`src/rtl/pu_seq_if.sv`:
```
// pu_seq_if: unified single-port memory request bus shared by instruction fetch and load/store
interface pu_seq_if;
  logic mem_req;
  logic mem_we;
  logic mem_sel;
  logic mem_rdy;
  modport master (output mem_req, mem_we, mem_sel, input mem_rdy);
  modport slave (input mem_req, mem_we, mem_sel, output mem_rdy);
endinterface

```
`src/rtl/pu_seq.sv`:
```
// pu_seq: multicycle fetch/execute sequencer gating IR latch, register-file write and PC update
// with halt, run/single-step control and a sticky memory-timeout error.
module pu_seq #(
  parameter int TO_MAX = 255,
  parameter int TO_W = 8,
  parameter int CNT_W = 16
) (
  input  logic             clk,
  input  logic             rst_n,
  input  logic             i_run,
  input  logic             i_step,
  input  logic             i_dec_h,
  input  logic             i_dec_we,
  input  logic             i_dec_dmwe,
  input  logic             i_dec_dms,
  pu_seq_if.master         mem,
  output logic             o_ir_we,
  output logic             o_rf_we,
  output logic             o_pc_en,
  output logic             o_halted,
  output logic             o_err,
  output logic [CNT_W-1:0] o_icnt
);
  typedef enum logic [2:0] {IDLE, FETCH, EXEC, MEM, HALT} state_t;
  state_t r_st, w_nxt, w_done;
  logic r_req, r_sel, r_we;
  logic [TO_W-1:0] r_to;
  logic w_to_hit, w_commit;
  assign w_to_hit = r_req && !mem.mem_rdy && r_to == TO_W'(TO_MAX - 1);
  assign w_commit = (r_st == EXEC && !i_dec_h && !i_dec_dmwe && !i_dec_dms) || (r_st == MEM && mem.mem_rdy);
  assign w_done = i_run ? FETCH : IDLE;
  assign o_ir_we = r_st == FETCH && mem.mem_rdy;
  assign o_pc_en = w_commit;
  assign o_rf_we = w_commit && i_dec_we;
  assign mem.mem_req = r_req;
  assign mem.mem_sel = r_sel;
  assign mem.mem_we = r_we;
  always_comb begin
    w_nxt = r_st;
    case (r_st)
      IDLE:    w_nxt = (i_run || i_step) ? FETCH : IDLE;
      FETCH:   w_nxt = w_to_hit ? HALT : mem.mem_rdy ? EXEC : FETCH;
      EXEC:    w_nxt = i_dec_h ? HALT : (i_dec_dmwe || i_dec_dms) ? MEM : w_done;
      MEM:     w_nxt = w_to_hit ? HALT : mem.mem_rdy ? w_done : MEM;
      default: w_nxt = HALT;
    endcase
  end
  // bus outputs are registered from the next state so they are glitch-free at the memory port
  always_ff @(posedge clk or negedge rst_n) begin
    if (!rst_n) begin
      r_st     <= IDLE;
      r_req    <= 1'b0;
      r_sel    <= 1'b0;
      r_we     <= 1'b0;
      r_to     <= '0;
      o_halted <= 1'b0;
      o_err    <= 1'b0;
      o_icnt   <= '0;
    end else begin
      r_st     <= w_nxt;
      r_req    <= w_nxt == FETCH || w_nxt == MEM;
      r_sel    <= w_nxt == MEM;
      r_we     <= w_nxt == MEM && i_dec_dmwe;
      r_to     <= w_nxt != r_st ? '0 : (r_req && !mem.mem_rdy) ? r_to + 1'b1 : r_to;
      o_halted <= w_nxt == HALT;
      o_err    <= o_err || w_to_hit;
      if (w_commit) o_icnt <= o_icnt + 1'b1;
    end
  end
endmodule

```
`src/flat_wrapper.sv`:
```
// flat-port wrapper written by rule: the top's interface ports become plain ports
module pu_seq_flat 
#(
  parameter int TO_MAX = 255,
  parameter int TO_W = 8,
  parameter int CNT_W = 16
)
  (clk, rst_n, i_run, i_step, i_dec_h, i_dec_we, i_dec_dmwe, i_dec_dms, o_ir_we, o_rf_we, o_pc_en, o_halted, o_err, o_icnt, mem_mem_req, mem_mem_we, mem_mem_sel, mem_mem_rdy);
  pu_seq_if mem_i ();
  input  logic clk;
  input  logic rst_n;
  input  logic i_run;
  input  logic i_step;
  input  logic i_dec_h;
  input  logic i_dec_we;
  input  logic i_dec_dmwe;
  input  logic i_dec_dms;
  output logic o_ir_we;
  output logic o_rf_we;
  output logic o_pc_en;
  output logic o_halted;
  output logic o_err;
  output logic [CNT_W-1:0] o_icnt;
  output wire logic [$bits(mem_i.mem_req)-1:0] mem_mem_req;
  output wire logic [$bits(mem_i.mem_we)-1:0] mem_mem_we;
  output wire logic [$bits(mem_i.mem_sel)-1:0] mem_mem_sel;
  input wire logic [$bits(mem_i.mem_rdy)-1:0] mem_mem_rdy;
  assign mem_mem_req = mem_i.mem_req;
  assign mem_mem_we = mem_i.mem_we;
  assign mem_mem_sel = mem_i.mem_sel;
  assign mem_i.mem_rdy = mem_mem_rdy;
  pu_seq #(.TO_MAX(TO_MAX), .TO_W(TO_W), .CNT_W(CNT_W)) u_core (.clk(clk), .rst_n(rst_n), .i_run(i_run), .i_step(i_step), .i_dec_h(i_dec_h), .i_dec_we(i_dec_we), .i_dec_dmwe(i_dec_dmwe), .i_dec_dms(i_dec_dms), .mem(mem_i), .o_ir_we(o_ir_we), .o_rf_we(o_rf_we), .o_pc_en(o_pc_en), .o_halted(o_halted), .o_err(o_err), .o_icnt(o_icnt));
endmodule
```
`config.mk`:
```
export PLATFORM = sky130hd
export DESIGN_NAME = pu_seq_flat
export DESIGN_NICKNAME = d
export VERILOG_FILES = /design/src/rtl/pu_seq_if.sv /design/src/rtl/pu_seq.sv /design/src/flat_wrapper.sv
export SDC_FILE = /design/constraint.sdc
export NUM_CORES = 1
export LEC_CHECK = 0
export BUFFER_PORTS_ARGS = -buffer_cell sky130_fd_sc_hd__buf_4
export CAP_MARGIN = 20
export CORE_ASPECT_RATIO = 0.75
export CORE_MARGIN = 2
export CORE_UTILIZATION = 30
export DETAILED_ROUTE_END_ITERATION = 7
export GPL_TIMING_DRIVEN = 1
export PLACE_DENSITY = 0.49
export SETUP_SLACK_MARGIN = 0.2
export SLEW_MARGIN = 20
export SYNTH_ARGS = -nofsm -noshare
export SYNTH_HDL_FRONTEND = slang
export SYNTH_SLANG_ARGS = --single-unit
```
`constraint.sdc`:
```
create_clock -name clk -period 1.67 [get_ports clk]
set_input_delay 0.0835 -clock clk [delete_from_list [all_inputs] [get_ports clk]]
set_output_delay 0.0835 -clock clk [all_outputs]
set_load 0.01 [all_outputs]
```
==> impl_results.md <==
* Fin crit share at 115.9%
* Drt drc at 0
* Max_cap viols at 0
* Failing checks: negative setup slack
* Starting density of the core at between 30% and 40%
* CTS sink cnt at 32
* Synth Area in Compound Gates at 7.467%
* Share of power burned in registers at just under 40%
* Final Max Tran Viols at 0
* Placed wire-length estimate at 2782 um
* Net Count, Synth at between 150 and 200
* Post-synthesis cell area at ~1600 um2
* Avg Cell Area, Syn at approximately 11 um2
* CTS clk-pin slew, worst paths at ~70 ps
* Pwr dens at 941.1 nW/um2
* Number of H-tree levels at 2
* Combinational power share at approximately a third
* Setup violators final at 13
* Global route total overflow at 0
* Post-Synth Simple-Gate Area at 24.02%
* Hold crit path type: in2reg
* Largest net degree at the start of global routing at 33
* WP data required at 1810 ps
* Post-layout nets at 232
* Synthesized flop and latch total at 32
* RSZ-0062 raised after global routing: true
* Main combinational cell family by area after synthesis: simple AND/OR/NAND/NOR gates
* Initial antenna violation count at 0
* Crit path buffers/inverters at 0
* Post-Synth XOR/XNOR Area at 14.01%
* Placed Area at 2125 um2
* Sw Pwr at 791.6 uW
* Initial DRC Count at 30
* Mux cell area share after synthesis at 0%
* Die X at ~90 um
* Share of layout cells above drive strength 1 at 55.00%
* Post-synth EDFFs at 0
* Post-route setup slack at -265.1 ps
* Ports at 33
* Pint at ~1.7 mW
* Seq/Total Area, Yosys at between 40% and 50%
* Synth Flop Type: dfrtp_1
* Non-filler cells, final at 295
* Max Fclk at 0.5168 GHz
* Cell family with most CP delay: compound AO/OA/AOI/OAI gates
* Switching portion of total power at 32.40%
* Crit Path Max Fanout at 8
* Setup Crit Path Kind: reg2reg
* Static Leakage at 1.286 nW
* Clk buf depth at 2
* Clk_skew at 7.271 ps
* Worst-path cell chain: ha_2 -> and4_4 -> a311o_2 -> o211ai_4 -> xor2_4 -> nor4_1
* Vias in the first global route at 1,361
* CP endpoint kind: flip-flop
* CORE AREA at around 5300 um2
* Clock network power share at a little over a quarter
* Dpl cells at between 200 and 300
* Pwr Total at about 2.4 mW
* Antenna Diode Count at 0
* Routability cong. at between 0.7 and 0.8
* Status: finished, violations left
* DR WL/cell at about 15 um
* Worst Max-Slew Pin Slew at around 460 ps
* DR pass1 iterations at 4
* Ys async rst share at 100.0%
* First-pass GRT wire length at between 6000 and 7000 um
* Final-report hold violation count at 0
* Worst Setup Start Kind: flip-flop
* Yosys cell types at 35
* Vias at 1,369
* Layout Utilization at between 40% and 50%
* Pre-CTS setup slack at -279.5 ps
* Yosys warning count at 0
* Crit path time final at ~1900 ps
* Vias per cell at ~4.6
* CP max stage delay at ~400 ps
* Max VDD drop at 573.4 uV
* Final wirelength at approximately 4300 um
* Post-synthesis adder-cell area fraction at about 2.3%
* CTS buffer count at 5
* Worst-skew pair later-pin latency at 280 ps
* Area Growth Syn to Fin at 59.74%
* Die ar. at 6029 um2
* Total GRT Usage at ~15%
* Root Buffer: clkbuf_8
* CTS tree: done
* Routed Antenna Nets at 0
* Syn Inst Count at 145
* Worst EP arrival at 2080 ps
* Design Area, Final at between 2000 and 3000 um2
* Max_slew headroom at roughly 69%
* Die height at 67.75 um
* Site row count at 23
* Port bufs at 32
* Critical Path Slowest Stage Cell: a311o_2
## routing by layer
metal	vias up	global-route usage (%)	routed length, um
li1	664	-	-
met1	680	19.61	1973
met2	23	24.07	2148
met3	2	3.912	145
met4	0	5.597	30
met5	-	0	0
## flip-flops by register name, summed over array words and instances (netlist names)
register	count
u_core.o_icnt	16
u_core.r_to	8
u_core.r_st	3
u_core.mem.mem_req	1
u_core.mem.mem_sel	1
u_core.mem.mem_we	1
u_core.o_err	1
u_core.o_halted	1
## Yosys cell counts (3+ instances only)
cell	count	area share, %
nand2b_1	3	1.2
nand4_1	6	2.3
and3_1	6	2.3
nor2b_1	4	1.5
xor2_1	7	3.8
nand3_1	4	1.2
inv_1	3	0.69
dfrtp_1	32	49
ha_1	3	2.3
nor2_1	4	0.92
xnor2_1	14	7.5
nand2_1	17	3.9
a211o_1	4	2.2
nor4_1	8	3.1
## cells by family (layout without fill, tap and decap cells)
group / count (synthesis) / count (layout)
DFF: 32 / 32
and+or+nand+nor: 66 / 66
AOI/OAI and AO/OA: 13 / 13
xor gates and xnor gates: 23 / 23
buffers and inverters: 8 / 83
adders and majority gates: 3 / 3
## per-stage QoR
stage / TNS, ps / hold WS (ps)
6_report: -2202 / 110.5
5_1_grt: -3753 / 103.0
4_1_cts: -1955 / 103.8
3_5_place_dp: -1861 / 56.26
3_3_place_gp: -1113 / 50.31
2_1_floorplan: -1226 / -212.1
## power groups by stage
stage	sequential (mW)	clock (mW)	combinational [mW]
final	0.952	0.651	0.840
after floorplan	0.975	0	0.383
after CTS	0.955	0.661	0.746
after detailed placement	0.961	0	0.697
after global placement	0.958	0	0.672
after global routing	0.970	0.704	0.909
## cells in the final DEF (no fill, tap or decap), types with 2 or more instances in the layout
cell type  synthesis  layout
xnor2_2            0       3
nand2_1           17      12
nor3_4             0       3
and3_4             2       4
dfrtp_2            0       2
ha_1               3       2
nand2b_1           3       2
o21ai_0            2       2
a211o_1            4       4
nor4_2             0       6
nor4_1             8       2
a21oi_1            2       2
nand2_4            0       3
nor2_1             4       3
nor2b_1            4       3
nor2b_4            1       2
nand4_1            6       6
inv_1              3       3
dfrtp_1           32      30
xor2_1             7       7
xnor2_1           14      11
and4_4             2       2
nand3_4            0       2
and3_1             6       4
nand2_2            0       2
clkbuf_8           0       7
buf_4              0      54
buf_6              2      17
and2_4             0       2
## what timing repair did
item | in CTS | in global routing
pin swaps | 12 | 8
buffers inserted | 11 | 5
endpoints found under the setup margin | 27 | 31
endpoints found under the hold margin | 32 | 0
hold buffers | 1 | 0
gates resized for setup | 37 | 18
## layout make-up
type | instances | area (um2)
clock buffers | 7 | 96.34
well taps | 75 | 93.84
flip-flops and latches | 32 | 803.3
inverters | 4 | 15.01
multi-input cells | 105 | 980.9
repair buffers | 72 | 606.8
fillers | 487 | 2699
## final timing paths
check                          startpoint                 to  slack, ps  cells past startpoint
setup reg to reg           u_core.r_to[1]     u_core.r_to[1]       -270                      6
setup / recovery           u_core.r_to[1]     u_core.r_to[1]       -270                      6
max in group asynchronous           rst_n     u_core.r_st[0]       1050                      2
hold / removal                 i_dec_dmwe  u_core.mem.mem_we        110                      2
hold reg to reg              u_core.o_err       u_core.o_err        480                      1
min in group asynchronous           rst_n     u_core.r_st[2]        280                      2
Note: power is estimated with default switching activity, not from simulation.
